==> src/rtl/shift_tx_sequencer_if.sv <==
// Bundle between the serial-transmit sequencer, its word source and the external right shift register.
// The slave modport is the sequencer; the master modport is the surrounding logic.
interface shift_tx_sequencer_if #(
    parameter int WIDTH = 5
);
    logic [WIDTH-1:0] dataIn;
    logic             dataValid;
    logic             dataReady;
    logic [WIDTH-1:0] registerOut;
    logic             registerLoad;
    logic [WIDTH-1:0] registerPreset;
    logic             registerShift;
    logic             registerSerialInput;
    logic             serialOut;
    logic             busy;
    logic             done;

    modport master (
        output dataIn, dataValid, registerOut,
        input  dataReady, registerLoad, registerPreset, registerShift,
        input  registerSerialInput, serialOut, busy, done
    );

    modport slave (
        input  dataIn, dataValid, registerOut,
        output dataReady, registerLoad, registerPreset, registerShift,
        output registerSerialInput, serialOut, busy, done
    );
endinterface

==> src/rtl/shift_tx_sequencer.sv <==
// Drives an external right shift register as a UART-style transmitter:
// one word per frame, framed with a low start bit and a high stop bit.
module shift_tx_sequencer #(
    parameter int   WIDTH         = 5,
    parameter int   TICKS_PER_BIT = 4,
    parameter logic FILL_BIT      = 1'b0
) (
    input logic                  clockpulse,
    input logic                  clear,
    shift_tx_sequencer_if.slave  bus
);
    localparam int TICK_W = (TICKS_PER_BIT > 1) ? $clog2(TICKS_PER_BIT) : 1;
    localparam int BIT_W  = $clog2(WIDTH + 1);
    localparam logic [TICK_W-1:0] TICK_LAST = TICK_W'(TICKS_PER_BIT - 1);
    localparam logic [BIT_W-1:0]  BIT_LAST  = BIT_W'(WIDTH - 1);

    typedef enum logic [2:0] {IDLE, LOAD, START, DATA, STOP} state_t;

    state_t              state;
    logic [TICK_W-1:0]   tick;
    logic [BIT_W-1:0]    bit_cnt;
    logic [WIDTH-1:0]    preset;
    logic                done_r;
    logic                tick_last;
    logic                serial;
    logic                unused_reg_bits;

    assign tick_last = (tick == TICK_LAST);

    always_ff @(posedge clockpulse or posedge clear) begin
        if (clear) begin
            state   <= IDLE;
            preset  <= '0;
            tick    <= '0;
            bit_cnt <= '0;
            done_r  <= 1'b0;
        end else begin
            done_r <= 1'b0;
            case (state)
                IDLE: begin
                    if (bus.dataValid) begin
                        preset <= bus.dataIn;
                        state  <= LOAD;
                    end
                end
                LOAD: begin
                    tick  <= '0;
                    state <= START;
                end
                START: begin
                    if (tick_last) begin
                        tick    <= '0;
                        bit_cnt <= '0;
                        state   <= DATA;
                    end else begin
                        tick <= tick + 1'b1;
                    end
                end
                // The shift strobe fires on the last tick of each bit, so the
                // next bit appears on registerOut[0] at the start of its period.
                DATA: begin
                    if (tick_last) begin
                        tick    <= '0;
                        bit_cnt <= bit_cnt + 1'b1;
                        if (bit_cnt == BIT_LAST) begin
                            state <= STOP;
                        end
                    end else begin
                        tick <= tick + 1'b1;
                    end
                end
                STOP: begin
                    if (tick_last) begin
                        tick   <= '0;
                        done_r <= 1'b1;
                        state  <= IDLE;
                    end else begin
                        tick <= tick + 1'b1;
                    end
                end
                default: state <= IDLE;
            endcase
        end
    end

    // Decoded from registered state so clear forces the line high at once.
    always_comb begin
        serial = 1'b1;
        case (state)
            START:   serial = 1'b0;
            DATA:    serial = bus.registerOut[0];
            default: serial = 1'b1;
        endcase
    end

    assign unused_reg_bits         = ^bus.registerOut;
    assign bus.serialOut           = serial;
    assign bus.dataReady           = (state == IDLE);
    assign bus.busy                = (state != IDLE);
    assign bus.registerLoad        = (state == LOAD);
    assign bus.registerShift       = (state == DATA) && tick_last;
    assign bus.registerPreset      = preset;
    assign bus.registerSerialInput = FILL_BIT;
    assign bus.done                = done_r;
endmodule

==> src/flat_wrapper.sv <==
// flat-port wrapper written by rule: the top's interface ports become plain ports
module shift_tx_sequencer_flat 
#(
    parameter int   WIDTH         = 5,
    parameter int   TICKS_PER_BIT = 4,
    parameter logic FILL_BIT      = 1'b0
)
  (clockpulse, clear, bus_dataIn, bus_dataValid, bus_registerOut, bus_dataReady, bus_registerLoad, bus_registerPreset, bus_registerShift, bus_registerSerialInput, bus_serialOut, bus_busy, bus_done);
  shift_tx_sequencer_if #(.WIDTH(WIDTH)) bus_i ();
  input logic clockpulse;
  input logic clear;
  input wire logic [$bits(bus_i.dataIn)-1:0] bus_dataIn;
  input wire logic [$bits(bus_i.dataValid)-1:0] bus_dataValid;
  input wire logic [$bits(bus_i.registerOut)-1:0] bus_registerOut;
  output wire logic [$bits(bus_i.dataReady)-1:0] bus_dataReady;
  output wire logic [$bits(bus_i.registerLoad)-1:0] bus_registerLoad;
  output wire logic [$bits(bus_i.registerPreset)-1:0] bus_registerPreset;
  output wire logic [$bits(bus_i.registerShift)-1:0] bus_registerShift;
  output wire logic [$bits(bus_i.registerSerialInput)-1:0] bus_registerSerialInput;
  output wire logic [$bits(bus_i.serialOut)-1:0] bus_serialOut;
  output wire logic [$bits(bus_i.busy)-1:0] bus_busy;
  output wire logic [$bits(bus_i.done)-1:0] bus_done;
  assign bus_i.dataIn = bus_dataIn;
  assign bus_i.dataValid = bus_dataValid;
  assign bus_i.registerOut = bus_registerOut;
  assign bus_dataReady = bus_i.dataReady;
  assign bus_registerLoad = bus_i.registerLoad;
  assign bus_registerPreset = bus_i.registerPreset;
  assign bus_registerShift = bus_i.registerShift;
  assign bus_registerSerialInput = bus_i.registerSerialInput;
  assign bus_serialOut = bus_i.serialOut;
  assign bus_busy = bus_i.busy;
  assign bus_done = bus_i.done;
  shift_tx_sequencer #(.WIDTH(WIDTH), .TICKS_PER_BIT(TICKS_PER_BIT), .FILL_BIT(FILL_BIT)) u_core (.clockpulse(clockpulse), .clear(clear), .bus(bus_i));
endmodule
==> config.mk <==
export PLATFORM = sky130hd
export DESIGN_NAME = shift_tx_sequencer_flat
export DESIGN_NICKNAME = d
export VERILOG_FILES = /design/src/rtl/shift_tx_sequencer_if.sv /design/src/rtl/shift_tx_sequencer.sv /design/src/flat_wrapper.sv
export SDC_FILE = /design/constraint.sdc
export NUM_CORES = 1
export LEC_CHECK = 0
export BUFFER_PORTS_ARGS = -buffer_cell sky130_fd_sc_hd__buf_2
export CORE_AREA = 4 4 52 54
export CTS_CLUSTER_SIZE = 20
export DETAILED_ROUTE_END_ITERATION = 10
export DIE_AREA = 0 0 56 58
export GPL_ROUTABILITY_DRIVEN = 0
export PLACE_DENSITY = 0.67
export SKIP_LAST_GASP = 1
export SYNTH_ARGS = -nofsm -noshare
export SYNTH_HDL_FRONTEND = slang
export SYNTH_SLANG_ARGS = --single-unit
==> constraint.sdc <==
create_clock -name clockpulse -period 1.59 [get_ports clockpulse]
set_input_delay 0.477 -clock clockpulse [delete_from_list [all_inputs] [get_ports clockpulse]]
set_output_delay 0.477 -clock clockpulse [all_outputs]
set_load 0.05 [all_outputs]
==> run_results.csv <==
group,metric,value,unit
run_status,outcome,"complete, but fails checks",
run_status,violations,"negative setup slack",
setup_path,critPathTopFamily,"flip-flops",
placement,place_inst,122,
clock_network,cts_max_path_buffers,2,
clock_network,cts_sinks,14,
synth,ys_seq_area_frac,0.4636,
global_route,grt_use_total,0.1107,
global_route,grt_pass1_vias,634,
cells_and_area,drive_above_1_share,0.4600,
setup_path,critPathBufInv,3,
cells_and_area,instances_no_fill,128,
setup_path,r2r-start,"u_core.tick[1]",
synth,avgSynthCellArea,10.35,um2
timing,rsz0062_at_grt,"true",
drt,num_vias,622,
drt,drt_iter0_markers,33,
setup_path,critPathRequiredTime,1.11,ns
floorplan,die_h,58,um
cells_and_area,fin_nets,118,
timing,skew,0.006884,ns
power_and_ir_drop,p_leak,0.0005078,uW
drt,drt-total-wl,1.506,mm
floorplan,start_util,0.3416,
timing,post-route-period-util,1.078,
timing,min_period,1.714,ns
global_route,grt_pass1_wl,2.794,mm
flow_run,drv_cap,0,
clock_network,cts_root_buf,"clkbuf_4",
setup_path,cp.arrival,1.24,ns
cells_and_area,seq_area,351.6,um2
timing,fmax,583.5,MHz
global_route,antenna_found_initial,0,
setup_path,crit_chain,"buf_6, nor3_4, inv_1, buf_6",
setup_path,endpoint_kind,"output pin",
placement,dp_hpwl,1.110,mm
synth,syn-cell-area,755.7,um2
clock_network,htreeDepth,1,
cells_and_area,antenna_cells,0,
floorplan,placementRows,17,
timing,fin_tns_setup,-0.4702,ns
synth,syn_inst,73,
setup_path,rrSetupSlack,0.13,ns
timing,finalSetupViolCount,5,
setup_path,slowest_delay,0.43,ns
min_path,min_path_type,"primary input to asynchronous set/reset pin",
floorplan,dieWidth,56,um
global_route,grt_max_degree,15,
clock_network,numCtsBuffers,3,
setup_path,start_kind,"flip-flop",
placement,portBuffers,19,
timing,final.setup.worst_slack,-0.1239,ns
drt,via_per_inst,4.859,
drt,ant_nets,0,
setup_path,path_common_cell,"buf_6",
synth,synth_nets,89,
global_route,grt_overflow,0,
synth,synth_cell_type_count,26,
power_and_ir_drop,vdd_ir_drop_max,1.093,mV
floorplan,design.die.area,3248,um2
clock_network,cts_hold_buf,0,
setup_path,critical_path.max_fanout,3,
synth,synth_warnings,0,
cells_and_area,fill_cells,207,
cells_and_area,multi_input_area,389.1,um2
setup_path,critical_path_class,"flip-flop to output pin",
cells_and_area,area_growth,35.26,%
synth,ys_seq_elements,14,
timing,maxSlewViolCount,0,
setup_path,reg2reg_depth,5,
timing,hold_viol,0,
floorplan,ioPinCount,25,
setup_path,r2r-end,"u_core.state[0]",
drt,firstDrtPassIters,4,
drt,post_drt_wl_per_cell,11.77,um
drt,drc,0,
cells_and_area,final_common_cell,"buf_2",
power_and_ir_drop,power.density,2086,nW/um2
clock_network,tritoncts,"yes",
floorplan,core-area,2212,um2
timing,worst_slew_pin_slew,0.5286,ns
setup_path,critPathSlowestCell,"dfrtp_1",
clock_network,clkTransAtPathRegs,0.09,ns
timing,slew_headroom,0.6472,
clock_network,clk_latency,0.27,ns
cells_and_area,final_cell_mix,"buf_2, dfrtp_1, nand2_1",
cells_and_area,final_util,0.4621,
-- cells by family (layout without fill, tap and decap cells) --
| family | Yosys count | after routing | share of synthesized area |
|---|---|---|---|
| and+or+nand+nor | 31 | 31 | 0.2119 |
| muxes | 7 | 7 | 0.1258 |
| adders and majority gates | 3 | 3 | 0.04967 |
| other | 1 | 1 | 0.004962 |
| DFF | 14 | 14 | 0.4636 |
| AOI/OAI and AO/OA | 8 | 8 | 0.07120 |
| buffers and inverters | 9 | 36 | 0.07283 |
-- cell usage after synthesis --
cell type,n,area (um2)
o22ai_1,1,6.260
dfrtp_1,14,350.3
conb_1,1,3.750
or2_1,1,6.260
a32oi_1,2,17.52
nand3b_1,2,15.01
ha_1,3,37.54
o21ai_1,2,10.01
nand3_1,2,10.01
o21ai_0,2,10.01
and3_1,2,12.51
nor3b_1,1,7.510
nor2_1,4,15.01
or3_1,1,6.260
nor3_1,1,5.000
nor3_2,1,10.01
buf_8,1,15.01
and2_4,1,8.760
mux2i_1,2,20.02
nand2_1,12,45.04
buf_4,2,15.01
a2111oi_1,1,10.01
buf_2,2,10.01
nor2b_1,3,18.77
inv_1,4,15.01
mux2_4,5,75.07
-- worst register-to-register path, cell delays in order (launching register included) --
cell and delay [ns]:
dfrtp_1 0.41, ha_2 0.19, buf_4 0.15, nand3_1 0.10
nand2_1 0.07, a2111oi_1 0.41
-- routing by layer --
| layer | global-route usage | up-vias | share of wire | wire, um |
|---|---|---|---|---|
| met4 | 0.05085 | 0 | 0.012 | 18 |
| met1 | 0.1405 | 301 | 0.44 | 667 |
| met5 | 0 | - | 0 | 0 |
| li1 | - | 297 | - | - |
| met3 | 0.03341 | 2 | 0.080 | 120 |
| met2 | 0.1736 | 22 | 0.46 | 700 |
-- how the worst max path moves through the flow --
stage,start,to,slack [ns],depth (start not counted)
6_report,u_core.state[2],bus_busy,-0.12,4
4_1_cts,u_core.state[0],bus_registerShift,-0.13,3
5_1_grt,u_core.state[2],bus_busy,-0.20,4
2_1_floorplan,u_core.state[0],bus_busy,-0.17,2
3_3_place_gp,u_core.state[0],bus_registerShift,0.05,3
3_5_place_dp,u_core.state[0],bus_registerShift,0.04,3
-- layout make-up --
class                      count  share of cell area
clock buffer                   3             0.02203
multi-input combinational     50              0.3807
timing repair buffer          29              0.2044
tap                           28             0.03427
inverter                       4             0.01469
sequential                    14              0.3439
-- registers in the layout, indices dropped and copies added (netlist names) --
signal,flops
u_core.bit_cnt,3
u_core.bus.done,1
u_core.bus.registerPreset,5
u_core.state,3
u_core.tick,2
-- per-stage QoR --
step | hold slack, ns | worst slack (ns) | cell area, um2 | power, uW
6_report | 0.2241 | -0.1239 | 1022 | 2132
5_1_grt | 0.2734 | -0.2012 | 1022 | 2313
4_1_cts | 0.2494 | -0.1288 | 1020 | 2140
3_5_place_dp | 0.4900 | 0.03697 | 913.4 | 1770
3_3_place_gp | 0.4858 | 0.04849 | 913.4 | 1742
2_1_floorplan | 0.3662 | -0.1742 | 770.7 | 1494
-- power by group --
part	leakage (uW)	switching (uW)	internal, uW
clock	0.0000138	110	87.6
combinational	0.000325	751	576
sequential	0.000169	106	502
total	0.000508	967	1170
-- what timing repair did --
| action | in CTS | in global routing |
|---|---|---|
| gates resized for setup | 19 | 1 |
| setup endpoints to repair | 5 | 5 |
| setup buffers | 3 | 0 |
| pin swaps | 2 | 0 |
(Power assumes the default switching activity.)
